$ cat config.mk
export PLATFORM = sky130hd
export DESIGN_NAME = spi_reg_slave
export DESIGN_NICKNAME = d
export VERILOG_FILES = /design/src/rtl/spi_reg_slave_pkg.sv /design/src/rtl/spi_reg_slave_sync.sv /design/src/rtl/spi_reg_slave.sv
export SDC_FILE = /design/constraint.sdc
export NUM_CORES = 1
export LEC_CHECK = 0
export BUFFER_PORTS_ARGS = -buffer_cell sky130_fd_sc_hd__buf_2
export CAP_MARGIN = 10
export CORE_AREA = 4 4 100 121
export CTS_BUF_LIST = sky130_fd_sc_hd__clkbuf_2
export DETAILED_ROUTE_END_ITERATION = 16
export DIE_AREA = 0 0 104 125
export PLACE_DENSITY = 0.68
export SYNTH_ARGS = -nofsm -noshare
export SYNTH_HDL_FRONTEND = slang
export SYNTH_SLANG_ARGS = --single-unit
export TNS_END_PERCENT = 20
$ cat constraint.sdc
create_clock -name clk -period 4.5 [get_ports clk]
set_clock_uncertainty 0.05 [all_clocks]
set_input_delay 0.675 -clock clk [delete_from_list [all_inputs] [get_ports clk]]
set_output_delay 0.675 -clock clk [all_outputs]
set_load 0.05 [all_outputs]
$ cat src/rtl/spi_reg_slave_pkg.sv
// Shared definitions for the SPI register responder: default geometry,
// frame field positions and the FSM state encoding.
package spi_reg_slave_pkg;

    localparam int          ADDR_W_DEF      = 3;
    localparam int          DATA_W_DEF      = 8;
    localparam logic [7:0]  ID_VAL_DEF      = 8'hA5;
    localparam int          SYNC_STAGES_DEF = 2;

    // Field positions of the default 12-bit command {rw, addr[2:0], wdata[7:0]}
    localparam int FL_DEF   = 1 + ADDR_W_DEF + DATA_W_DEF;
    localparam int RW_BIT   = FL_DEF - 1;
    localparam int ADDR_MSB = FL_DEF - 2;
    localparam int ADDR_LSB = DATA_W_DEF;
    localparam int DATA_MSB = DATA_W_DEF - 1;

    typedef enum logic [1:0] {
        ST_IDLE = 2'd0,
        ST_HDR  = 2'd1,
        ST_DATA = 2'd2,
        ST_DONE = 2'd3
    } state_e;

    // Total SCK rising edges in one frame
    function automatic int frame_len(input int aw, input int dw);
        return 1 + aw + dw;
    endfunction

endpackage

$ cat src/rtl/spi_reg_slave_sync.sv
// Multi-bit synchroniser. The low EDGE_W bits also get rise/fall detect;
// the upper DLY_W bits are delay-only so they stay cycle-aligned with the
// edge-detected bits (mosi rides along with sck this way).
module spi_reg_slave_sync
    import spi_reg_slave_pkg::*;
#(
    parameter int STAGES = SYNC_STAGES_DEF,
    parameter int EDGE_W = 2,
    parameter int DLY_W  = 1
) (
    input  logic              clk,
    input  logic              rst_n,
    input  logic [EDGE_W-1:0] edge_i,
    input  logic [DLY_W-1:0]  dly_i,
    output logic [EDGE_W-1:0] rise_o,
    output logic [EDGE_W-1:0] fall_o,
    output logic [DLY_W-1:0]  dly_o
);

    localparam int W = EDGE_W + DLY_W;

    logic [W-1:0]      stage_q [STAGES];
    logic [EDGE_W-1:0] prev_q;
    logic [W-1:0]      sync_s;

    // Flop chain plus one extra stage of history for edge detection.
    // Reset to 0 so a select already low at reset release is not seen as a fall.
    always_ff @(posedge clk or negedge rst_n) begin
        if (!rst_n) begin
            for (int s = 0; s < STAGES; s++) stage_q[s] <= '0;
            prev_q <= '0;
        end else begin
            stage_q[0] <= {dly_i, edge_i};
            for (int s = 1; s < STAGES; s++) stage_q[s] <= stage_q[s-1];
            prev_q <= sync_s[EDGE_W-1:0];
        end
    end

    assign sync_s = stage_q[STAGES-1];
    assign rise_o = sync_s[EDGE_W-1:0] & ~prev_q;
    assign fall_o = ~sync_s[EDGE_W-1:0] & prev_q;
    assign dly_o  = sync_s[W-1:EDGE_W];

endmodule

$ cat src/rtl/spi_reg_slave.sv
// SPI mode-0 register responder. Each frame carries {rw, addr, wdata};
// reads return reg[addr] on miso during the last DATA_W SCK cycles of the
// same frame, writes commit at the end of a complete frame.
//
//   state | meaning
//   IDLE  | waiting for a synchronised ss falling edge
//   HDR   | shifting in rw/addr bits
//   DATA  | shifting in wdata, shifting out read data
//   DONE  | frame complete, waiting for ss to rise
module spi_reg_slave
    import spi_reg_slave_pkg::*;
#(
    parameter int                ADDR_W      = ADDR_W_DEF,
    parameter int                DATA_W      = DATA_W_DEF,
    parameter logic [DATA_W-1:0] ID_VAL      = DATA_W'(ID_VAL_DEF),
    parameter int                SYNC_STAGES = SYNC_STAGES_DEF
) (
    input  logic                             clk,
    input  logic                             rst_n,
    input  logic                             sck,
    input  logic                             ss,
    input  logic                             mosi,
    output logic                             miso,
    output logic [DATA_W*(2**ADDR_W)-1:0]    regs,
    output logic                             wr_stb,
    output logic [ADDR_W-1:0]                wr_addr,
    output logic [DATA_W-1:0]                wr_data,
    output logic                             rd_stb,
    output logic                             frame_err
);

    localparam int NREG = 2 ** ADDR_W;
    localparam int FL   = frame_len(ADDR_W, DATA_W);
    localparam int HL   = 1 + ADDR_W;
    localparam int CW   = $clog2(FL + 1);

    localparam logic [CW-1:0] CNT_HDR   = CW'(HL);
    localparam logic [CW-1:0] CNT_TX_LO = CW'(HL + 1);
    localparam logic [CW-1:0] CNT_TX_HI = CW'(FL - 1);
    localparam logic [CW-1:0] CNT_END   = CW'(FL);

    logic [1:0] edge_rise, edge_fall;
    logic       sck_rise, sck_fall, ss_rise, ss_fall;
    logic       mosi_s;

    spi_reg_slave_sync #(
        .STAGES (SYNC_STAGES),
        .EDGE_W (2),
        .DLY_W  (1)
    ) u_sync (
        .clk    (clk),
        .rst_n  (rst_n),
        .edge_i ({ss, sck}),
        .dly_i  (mosi),
        .rise_o (edge_rise),
        .fall_o (edge_fall),
        .dly_o  (mosi_s)
    );

    assign sck_rise = edge_rise[0];
    assign sck_fall = edge_fall[0];
    assign ss_rise  = edge_rise[1];
    assign ss_fall  = edge_fall[1];

    state_e              state_q;
    logic [CW-1:0]       cnt_q;
    logic [DATA_W-2:0]   rx_sh_q;
    logic [DATA_W-1:0]   tx_sh_q;
    logic                rw_q;
    logic [ADDR_W-1:0]   addr_q;
    logic [DATA_W-1:0]   reg_q [1:NREG-1];
    logic                wr_stb_q, rd_stb_q, frame_err_q;
    logic [ADDR_W-1:0]   wr_addr_q;
    logic [DATA_W-1:0]   wr_data_q;

    logic [CW-1:0]       cnt_d;
    logic [DATA_W-1:0]   rx_sh_d;
    logic                hdr_rw_d;
    logic [ADDR_W-1:0]   hdr_addr_d;
    logic [DATA_W-1:0]   reg_view [NREG];

    // Register 0 is a read-only ID; the rest come from storage.
    assign reg_view[0] = ID_VAL;
    for (genvar i = 1; i < NREG; i++) begin : g_view
        assign reg_view[i] = reg_q[i];
    end
    for (genvar i = 0; i < NREG; i++) begin : g_flat
        assign regs[i*DATA_W +: DATA_W] = reg_view[i];
    end

    // Values the frame would hold after the current sck rise is taken.
    // Only DATA_W bits of history are needed: the header is decoded after
    // HL bits and the write data is the last DATA_W bits.
    assign cnt_d      = cnt_q + 1'b1;
    assign rx_sh_d    = {rx_sh_q, mosi_s};
    assign hdr_rw_d   = rx_sh_d[ADDR_W];
    assign hdr_addr_d = rx_sh_d[ADDR_W-1:0];

    // Frame sequencer: bit counting, header decode, read load, write commit, abort.
    always_ff @(posedge clk or negedge rst_n) begin
        if (!rst_n) begin
            state_q     <= ST_IDLE;
            cnt_q       <= '0;
            rx_sh_q     <= '0;
            tx_sh_q     <= '0;
            rw_q        <= 1'b0;
            addr_q      <= '0;
            wr_stb_q    <= 1'b0;
            rd_stb_q    <= 1'b0;
            frame_err_q <= 1'b0;
            wr_addr_q   <= '0;
            wr_data_q   <= '0;
            for (int i = 1; i < NREG; i++) reg_q[i] <= '0;
        end else begin
            wr_stb_q    <= 1'b0;
            rd_stb_q    <= 1'b0;
            frame_err_q <= 1'b0;
            unique case (state_q)
                ST_IDLE: begin
                    if (ss_fall) begin
                        state_q <= ST_HDR;
                        cnt_q   <= '0;
                        rx_sh_q <= '0;
                        tx_sh_q <= '0;
                    end
                end
                ST_HDR: begin
                    if (ss_rise) begin
                        state_q     <= ST_IDLE;
                        frame_err_q <= 1'b1;
                        cnt_q       <= '0;
                    end else if (sck_rise) begin
                        rx_sh_q <= rx_sh_d[DATA_W-2:0];
                        cnt_q   <= cnt_d;
                        if (cnt_d == CNT_HDR) begin
                            state_q <= ST_DATA;
                            rw_q    <= hdr_rw_d;
                            addr_q  <= hdr_addr_d;
                            if (!hdr_rw_d) begin
                                tx_sh_q  <= reg_view[hdr_addr_d];
                                rd_stb_q <= 1'b1;
                            end else begin
                                tx_sh_q <= '0;
                            end
                        end
                    end
                end
                ST_DATA: begin
                    if (ss_rise) begin
                        state_q     <= ST_IDLE;
                        frame_err_q <= 1'b1;
                        cnt_q       <= '0;
                        tx_sh_q     <= '0;
                    end else if (sck_rise) begin
                        rx_sh_q <= rx_sh_d[DATA_W-2:0];
                        cnt_q   <= cnt_d;
                        if (cnt_d == CNT_END) begin
                            state_q <= ST_DONE;
                            tx_sh_q <= '0;
                            if (rw_q && (addr_q != '0)) begin
                                reg_q[addr_q] <= rx_sh_d;
                                wr_addr_q     <= addr_q;
                                wr_data_q     <= rx_sh_d;
                                wr_stb_q      <= 1'b1;
                            end
                        end
                    end else if (sck_fall && (cnt_q >= CNT_TX_LO) && (cnt_q <= CNT_TX_HI)) begin
                        // The fall right after the header keeps the MSB in place
                        // so the master sees it on the next rise.
                        tx_sh_q <= {tx_sh_q[DATA_W-2:0], 1'b0};
                    end
                end
                ST_DONE: begin
                    if (ss_rise) begin
                        state_q <= ST_IDLE;
                        cnt_q   <= '0;
                    end
                end
                default: state_q <= ST_IDLE;
            endcase
        end
    end

    assign miso      = (state_q == ST_DATA) & tx_sh_q[DATA_W-1];
    assign wr_stb    = wr_stb_q;
    assign wr_addr   = wr_addr_q;
    assign wr_data   = wr_data_q;
    assign rd_stb    = rd_stb_q;
    assign frame_err = frame_err_q;

endmodule

==> results of run 1 <==
worst paths after layout:
path	from	end	slack, ps	cells past startpoint
worst max-delay path	state_q[0]	miso	1790	4
min in group clk	mosi	u_sync.stage_q[5]	110	1
worst max register to register	u_sync.prev_q[0]	wr_data[6]	1810	5
worst min register to register	u_sync.stage_q[4]	u_sync.sync_s[1]	330	0
max in group asynchronous	rst_n	tx_sh_q[3]	3330	2
worst min-delay path	rst_n	regs[50]	100	1
synth_stat cells (3+ instances only):
master,number
nor3_4,3
ha_1,7
clkbuf_1,15
dfrtp_1,103
nand3_1,3
buf_4,9
o32a_1,3
nand2_1,12
nor2_1,7
a21oi_1,7
nor3b_1,4
a211oi_1,4
a22o_1,7
nand4_1,5
buf_1,3
mux2i_1,5
inv_1,11
a221oi_1,4
buf_2,7
nand2b_1,7
mux4_2,5
o21ai_0,20
mux2_2,81
o22ai_1,7
nor2b_1,5
state kept, by name, indices dropped and copies added (netlist names):
signal and count:
addr_q 3, cnt_q 4, frame_err 1, rd_stb 1, regs 56, rw_q 1, rx_sh_q 7, state_q 2
tx_sh_q 8, u_sync.prev_q 2, u_sync.stage_q 3, u_sync.sync_s 3, wr_addr 3, wr_data 8, wr_stb 1
placed cells by master (no fill, tap or decap), types with 2 or more instances in the layout:
cell type / n
ha_1: 7
nor3b_1: 4
nand4_1: 5
mux2_2: 81
mux2_1: 2
bufinv_16: 3
o21ai_0: 20
a21oi_1: 7
nor3_4: 3
nand3_1: 3
buf_4: 3
inv_1: 11
nand2b_1: 7
o32a_1: 3
and3b_1: 2
o22ai_1: 7
conb_1: 8
a22o_1: 7
and2_1: 2
a221oi_1: 4
and3_1: 2
nor2_1: 7
clkbuf_2: 9
mux4_2: 5
mux2i_1: 5
nor2b_1: 5
a211oi_1: 4
nand2_1: 12
buf_2: 74
dfrtp_1: 103
nor4_4: 2
inv_6: 2
cells by family (layout without fill, tap and decap cells):
kind of cell	after synthesis	after routing
DFF	103	103
muxes	93	93
and+or+nand+nor	64	64
AOI/OAI and AO/OA	61	61
buffers and inverters	45	104
adders and majority gates	7	7
other	2	8
metrics by stage:
step | setup slack (ps) | cell area, sq um
6_report | 1791 | 5428
5_1_grt | 1620 | 5428
4_1_cts | 1749 | 5428
3_5_place_dp | 1836 | 5255
3_3_place_gp | 1938 | 5255
2_1_floorplan | 2449 | 4867
report_power, final:
part	leakage (nW)	switching, mW	internal (mW)
registers	1.41	0.146	0.993
logic	1.25	0.286	0.217
clock network	0.0990	0.332	0.249
routing by layer:
layer,up-vias,wire (microns)
li1,1466,-
met1,1629,5029
met2,93,5678
met3,21,564
met4,0,280
met5,-,0
area by class of cell:
type	instances	area (sq um)
fill	979	5503
inverter	11	41.29
timing repair buffer	77	392.9
sequential	103	2577
clock buffer	9	45.04
multi-input combinational	233	2078
tap	132	165.2
clock inverter	7	127.6
==> flow_summary.json, run 1 <==
{
  "grt_setup_unrepaired": "no",
  "io_buffers": 75,
  "post-cts-setup-buffers": 0,
  "num_rows": 42,
  "syn_inst": 375,
  "place_inst": 556,
  "cts_tree": "built",
  "finalSetupViolations": 0,
  "dpl.hpwl_microns": 7905,
  "gp_congestion": 0.8362,
  "cap_viol_max_count": 0,
  "totalWireLength_microns": 11550,
  "synth_ff_type": "dfrtp_1",
  "io_pins": 84,
  "die-width_microns": 104,
  "ys_ff_latch": 103,
  "synth_cell_type_count": 50,
  "synth_compound_area_frac": 0.08678,
  "cp.arrival_ps": 1980,
  "critical_path.top_delay_family": "flip-flops",
  "drtAntennaViolNets": 0,
  "first_pass_iters": 4,
  "cts_resized": 0,
  "fin_setup_tns_ps": 0,
  "vdd_drop_max_v": 0.0002296,
  "hold_viol": 0,
  "postCtsHoldBufs": 0,
  "finalPower_mw": 2.224,
  "avgRoutedWirePerCell_microns": 20.20,
  "busiest_layer": "met2",
  "nets": 447,
  "vias_per_cell": 5.610,
  "fin_crit_ps": 2709,
  "die_area_sq_um": 13000,
  "overflow": 0,
  "fin_crit_sh": 0.6019,
  "synth_top_area_cell": "dfrtp_1",
  "cellLeakagePower_nw": 2.759,
  "grt_pass1_vias": 3327,
  "grtUsageTotal": 0.1808,
  "synth_top_area_frac": 0.5320,
  "cpPeakStageDelay_ps": 480,
  "h-tree-depth": 3,
  "synth.area.mux_share": 0.2265,
  "synth_top_family_by_area": "multiplexers",
  "critPathKind": "flop to output port",
  "cts_root_buf": "clkbuf_2",
  "yosys.area_share.simple": 0.09143,
  "clk_path_buf_depth": 2,
  "power.density_nw_per_um2": 409.7,
  "path_clk_slew_ps": 300,
  "fin_util": 0.4966,
  "status": "finished clean",
  "use_met2": 0.2931,
  "fin_cells": 572,
  "cts.sinks": 103,
  "num_antenna_cells": 0,
  "whs_ps": 104.5,
  "start_kind": "flop",
  "synthTopCellsByArea": "dfrtp_1, mux2_2, mux4_2, o21ai_0, ha_1",
  "avgSynthCellArea_sq_um": 12.92,
  "antenna_found_initial": 0,
  "grt_util_met1": 0.2376,
  "drc": 0,
  "cpMaxStageDelayCell": "dfrtp_1",
  "route.vias.total": 3209,
  "grt_pass1_wl_microns": 18570,
  "clk_latency_ps": 590,
  "required_ps": 3770,
  "cts_buffers": 9,
  "synthAdderAreaFrac": 0.01808,
  "grt_max_degree": 72,
  "synth-xor-area-share": 0,
  "synth_edf_count": 0,
  "initial_core_util": 0.4432,
  "first_iter_violations": 209,
  "path_buf_inv": 2,
  "yosysWarnings": 0,
  "synthArstFlopShare": 1.000,
  "netlist_area_sq_um": 4845,
  "crit_fanout": 11,
  "max_freq_mhz": 369.2,
  "grt_use_met3": 0.04124,
  "hold_path.class": "input port to asynchronous set/reset pin",
  "drive_gt1_frac": 0.4386,
  "core_sq_um": 10930,
  "relSlewSlack": 0.3437,
  "finalMaxSlewViolations": 0,
  "endpoint_kind": "output port",
  "die_h_microns": 125,
  "path_cells": "inv_1 > ha_1 > and2_1 > buf_2",
  "yosysSeqAreaShare": 0.5320,
  "worst_slew_pin_slew_ps": 980.8,
  "area_growth_pct": 12.04
}
Note: power is estimated with default switching activity, not from simulation.
==> run 2, diff against run 1 <==
PLACE_DENSITY = 0.71   (was 0.68)
clock period = 2.3 ns   (was 4.5 ns; I/O delays follow)
==> run 2 against run 1 <==
Compared with the run above:
- clock power up 49%
- routed wire length down 2.0%
- utilization up 1.9 points
- global-route usage down 0.16 points
- via count up 4.9%
- sequential cell count unchanged
- clock-buffer cell count unchanged
- worst hold slack better by 43 ps
- first-iteration DRC count down 21%
- critical path type is now flop to flop
- highest routed layer unchanged
==> flow_summary.json, run 2 (synthesis results as in run 1) <==
{
  "vias_per_cell": 5.599,
  "critical_path.top_delay_family": "flip-flops",
  "dpl.hpwl_microns": 8304,
  "required_ps": 2750,
  "r2r_slack_ps": 110,
  "cts.sinks": 103,
  "path_buf_inv": 1,
  "cpPeakStageDelay_ps": 500,
  "gp_congestion": 0.8569,
  "status": "finished clean",
  "nets": 476,
  "start_kind": "flop",
  "first_pass_iters": 4,
  "cap_viol_max_count": 0,
  "antenna_found_initial": 0,
  "power.density_nw_per_um2": 745.9,
  "fin_cells": 601,
  "grtUsageTotal": 0.1792,
  "mostFrequentLayoutCells": "dfrtp_1, mux2_2, buf_2, buf_4, o21ai_0",
  "io_pins": 84,
  "crit_fanout": 8,
  "overflow": 0,
  "die_h_microns": 125,
  "clk_latency_ps": 560,
  "drive_gt1_frac": 0.4606,
  "largest_register_ffs": 56,
  "die-width_microns": 104,
  "relSlewSlack": 0.5522,
  "avgRoutedWirePerCell_microns": 18.84,
  "finalSetupViolations": 0,
  "die_area_sq_um": 13000,
  "hold_path.class": "input port to asynchronous set/reset pin",
  "route.vias.total": 3365,
  "drtAntennaViolNets": 0,
  "num_rows": 42,
  "initial_core_util": 0.4432,
  "finalMaxSlewViolations": 0,
  "fin_util": 0.5151,
  "final_common_cell": "dfrtp_1",
  "grt_max_degree": 50,
  "num_antenna_cells": 0,
  "grt_pass1_wl_microns": 18820,
  "io_buffers": 75,
  "cpMaxStageDelayCell": "dfrtp_1",
  "endpoint_kind": "flop",
  "first_iter_violations": 165,
  "cts_root_buf": "clkbuf_2",
  "grt_pass1_vias": 3460,
  "core_sq_um": 10930,
  "cellLeakagePower_nw": 2.880,
  "worst_slew_pin_slew_ps": 671.7,
  "drc": 0,
  "hold_viol": 0,
  "critPathKind": "flop to flop",
  "cts_tree": "built",
  "place_inst": 579,
  "path_cells": "inv_1 > ha_1 > nor2b_1 > o21ai_0 > a31oi_1 > nor3_4 > mux2_2",
  "max_freq_mhz": 457.1,
  "fin_crit_sh": 0.9512,
  "cp.arrival_ps": 2640,
  "fin_crit_ps": 2188,
  "h-tree-depth": 3,
  "clk_path_buf_depth": 2,
  "totalWireLength_microns": 11320,
  "path_clk_slew_ps": 290,
  "vdd_drop_max_v": 0.0003508,
  "area_growth_pct": 16.22,
  "fillCellCount": 960,
  "cts_buffers": 9
}
[run 2: cell types whose count changed in the layout (fill, tap and decap cells not counted), moves of 2 or more]
cell / change
bufinv_16: -2
clkinv_1: +2
dlygate4sd3_1: +4
buf_4: +23
buf_12: +2
[run 2: metal layers]
metal / global-route usage / share of wire
met5: 0 / 0
met4: 0.05556 / 0.015
met3: 0.03093 / 0.048
met2: 0.2962 / 0.50
met1: 0.2426 / 0.43
[run 2: area by class of cell]
type | count | area (sq um) | share of cell area
clock inverter | 7 | 71.32 | 0.01267
multi-input combinational | 233 | 2078 | 0.3691
timing repair buffer | 106 | 651.9 | 0.1158
tap | 132 | 165.2 | 0.02933
clock buffer | 9 | 45.04 | 0.008000
sequential | 103 | 2577 | 0.4578
inverter | 11 | 41.29 | 0.007333
[run 2: stage by stage]
stage	TNS (ps)	instance area (sq um)	setup slack (ps)	hold slack [ps]	power (mW)
after global placement	0	5440	213.8	264.6	3.303
after global routing	-1.202	5630	-1.202	124.9	4.450
after floorplan	0	4867	292.0	-0.5911	2.964
after detailed placement	0	5440	116.1	273.5	3.337
after CTS	0	5599	4.434	112.6	4.217
final	0	5630	112.3	147.3	4.200
[run 2: power by group]
group / internal, mW / switching (mW) / total (mW)
clock network: 0.254 / 0.609 / 0.863
logic: 0.522 / 0.681 / 1.20
registers: 1.94 / 0.190 / 2.13
[run 2: final timing paths]
path	cells after the start	from	end
setup / recovery	7	cnt_q[0]	tx_sh_q[4]
hold / removal	2	rst_n	regs[23]
setup reg to reg	7	cnt_q[0]	tx_sh_q[4]
hold reg to reg	0	u_sync.stage_q[5]	u_sync.sync_s[2]
max in group asynchronous	3	rst_n	wr_addr[0]
min in group clk	0	u_sync.stage_q[5]	u_sync.sync_s[2]
[run 2: repair_timing]
item	in CTS	in global routing
setup buffers	0	2
gates resized for setup	1	1
setup endpoints to repair	1	13
hold buffers	4	0
cloned	0	0
endpoints found under the hold margin	64	0
pin swaps	0	2
==> run 3, diff against run 2 <==
PLACE_DENSITY = 0.68   (was 0.71)
SETUP_SLACK_MARGIN = 0.15   (was default)
==> run 3 against run 2 <==
Compared with the run above:
- register-to-register slack improved by 60 ps
- non-clock buffer count decreased by 1
- power decreased by 0.55%
- routed wire length increased by 1.1%
- highest routed layer unchanged
- combinational power about the same
- sequential share of layout area decreased by 0.21 points
- clock-buffer cell count unchanged
- final cell count decreased by 0.17%
- global-route usage decreased by 0.082 points
- design area increased by 0.56%
==> flow_summary.json, run 3 (synthesis results as in run 1) <==
{
  "status": "finished clean",
  "finalPower_mw": 4.177,
  "initial_core_util": 0.4432,
  "totalWireLength_microns": 11450,
  "cp.arrival_ps": 2590,
  "antenna_found_initial": 0,
  "required_ps": 2770,
  "critPathKind": "flop to flop",
  "clk_path_buf_depth": 2,
  "num_rows": 42,
  "grt_pass1_vias": 3404,
  "cts_tree": "built",
  "die_area_sq_um": 13000,
  "vias_per_cell": 5.513,
  "final_common_cell": "dfrtp_1",
  "overflow": 0,
  "vdd_drop_max_v": 0.0003393,
  "fin_ws_ps": 175.4,
  "pre_cts_slack_ps": 118.0,
  "largest_register_ffs": 56,
  "io_pins": 84,
  "finalSetupViolations": 0,
  "die-width_microns": 104,
  "setup.worst_path.end": "tx_sh_q[6]",
  "finalMaxSlewViolations": 0,
  "area_growth_pct": 16.86,
  "fillCellCount": 969,
  "reg2reg_to": "tx_sh_q[6]",
  "start_kind": "flop",
  "reg2reg_depth": 6,
  "grt_pass1_wl_microns": 18540,
  "first_iter_violations": 146,
  "crit_start": "cnt_q[0]",
  "fin_util": 0.5180,
  "io_buffers": 75,
  "num_antenna_cells": 0,
  "drive_gt1_frac": 0.4850,
  "whs_ps": 198.5,
  "crit_fanout": 7,
  "relSlewSlack": 0.6159,
  "cts.sinks": 103,
  "fin_setup_tns_ps": 0,
  "cellLeakagePower_nw": 2.878,
  "mostFrequentLayoutCells": "dfrtp_1, mux2_2, buf_2, buf_4, o21ai_0",
  "cts_root_buf": "clkbuf_2",
  "nets": 475,
  "fin_crit_sh": 0.9237,
  "route.vias.total": 3308,
  "drc": 0,
  "cap_viol_max_count": 0,
  "cts_buffers": 9,
  "h-tree-depth": 3,
  "drtAntennaViolNets": 0,
  "grt_setup_unrepaired": "yes",
  "gp_congestion": 0.7731,
  "hold_viol": 0,
  "grtUsageTotal": 0.1784,
  "r2r_slack_ps": 180,
  "path_clk_slew_ps": 270,
  "clk_latency_ps": 610,
  "avgRoutedWirePerCell_microns": 19.08,
  "max_freq_mhz": 470.7,
  "die_h_microns": 125,
  "fin_crit_ps": 2125,
  "power.density_nw_per_um2": 737.7,
  "timing.rr.start": "cnt_q[0]",
  "dpl.hpwl_microns": 8097,
  "grt_max_degree": 42,
  "endpoint_kind": "flop",
  "core_sq_um": 10930,
  "worst_slew_pin_slew_ps": 576.1,
  "hold_path.class": "input port to asynchronous set/reset pin",
  "first_pass_iters": 4
}
-- run 3: cell count changes in the layout (fill, tap and decap cells not counted), moves of 2 or more --
cell      before  now
dfrtp_1      103  101
clkinv_1       2    0
dfrtp_2        0    2
ha_1           7    5
inv_8          0    2
buf_4         26   24
-- run 3: area by class of cell --
class                           instances  area, sq um  area share
Tap cell                              132        165.2     0.02917
Sequential cell                       103         2580      0.4557
Inverter                               11        41.29    0.007293
Timing Repair Buffer                  105        651.9      0.1151
Multi-Input combinational cell        233         2116      0.3737
Clock inverter                          7        62.56     0.01105
Clock buffer                            9        45.04    0.007956
-- run 3: timing repair --
action | CTS | global route
hold buffers | 4 | 0
resized for setup | 7 | 9
buffers inserted | 4 | 1
setup endpoints to repair | 9 | 55
hold endpoints to repair | 41 | 0
pin swaps | 1 | 3
-- run 3: layer usage --
metal | part of all wire | track usage | routed length, microns | vias to the layer above
met5 | 0 | 0 | 0 | -
met4 | 0.011 | 0.04930 | 131 | 0
met3 | 0.052 | 0.03969 | 597 | 11
met2 | 0.51 | 0.2977 | 5791 | 95
met1 | 0.43 | 0.2357 | 4929 | 1675
li1 | - | - | - | 1527
-- run 3: worst max-delay path, stage by stage (launching register included) --
cell and delay (ps):
dfrtp_1 530, ha_4 180, and3b_2 290, nor4b_2 90
a2bb2oi_2 170, nor3_4 350, mux2_2 390
-- run 3: worst min-delay path by stage --
stage	slack, ps	cells past startpoint	to
5_1_grt	180	2	cnt_q[3]
4_1_cts	180	2	regs[33]
3_3_place_gp	280	0	u_sync.sync_s[2]
6_report	200	2	u_sync.stage_q[3]
2_1_floorplan	-0.6	0	addr_q[0]
3_5_place_dp	290	0	u_sync.sync_s[2]
-- run 3: power breakdown --
| group | leakage [nW] | total [mW] | switching, mW | internal (mW) |
|---|---|---|---|---|
| registers | 1.41 | 2.15 | 0.204 | 1.95 |
| logic | 1.40 | 1.20 | 0.679 | 0.525 |
| clock network | 0.0707 | 0.822 | 0.651 | 0.171 |
-- run 3: per-stage QoR --
stage	std cells	area [sq um]
detailed placement	575	5423
global route	600	5662
global placement	575	5423
finish	600	5662
floorplan	381	4867
CTS	599	5619
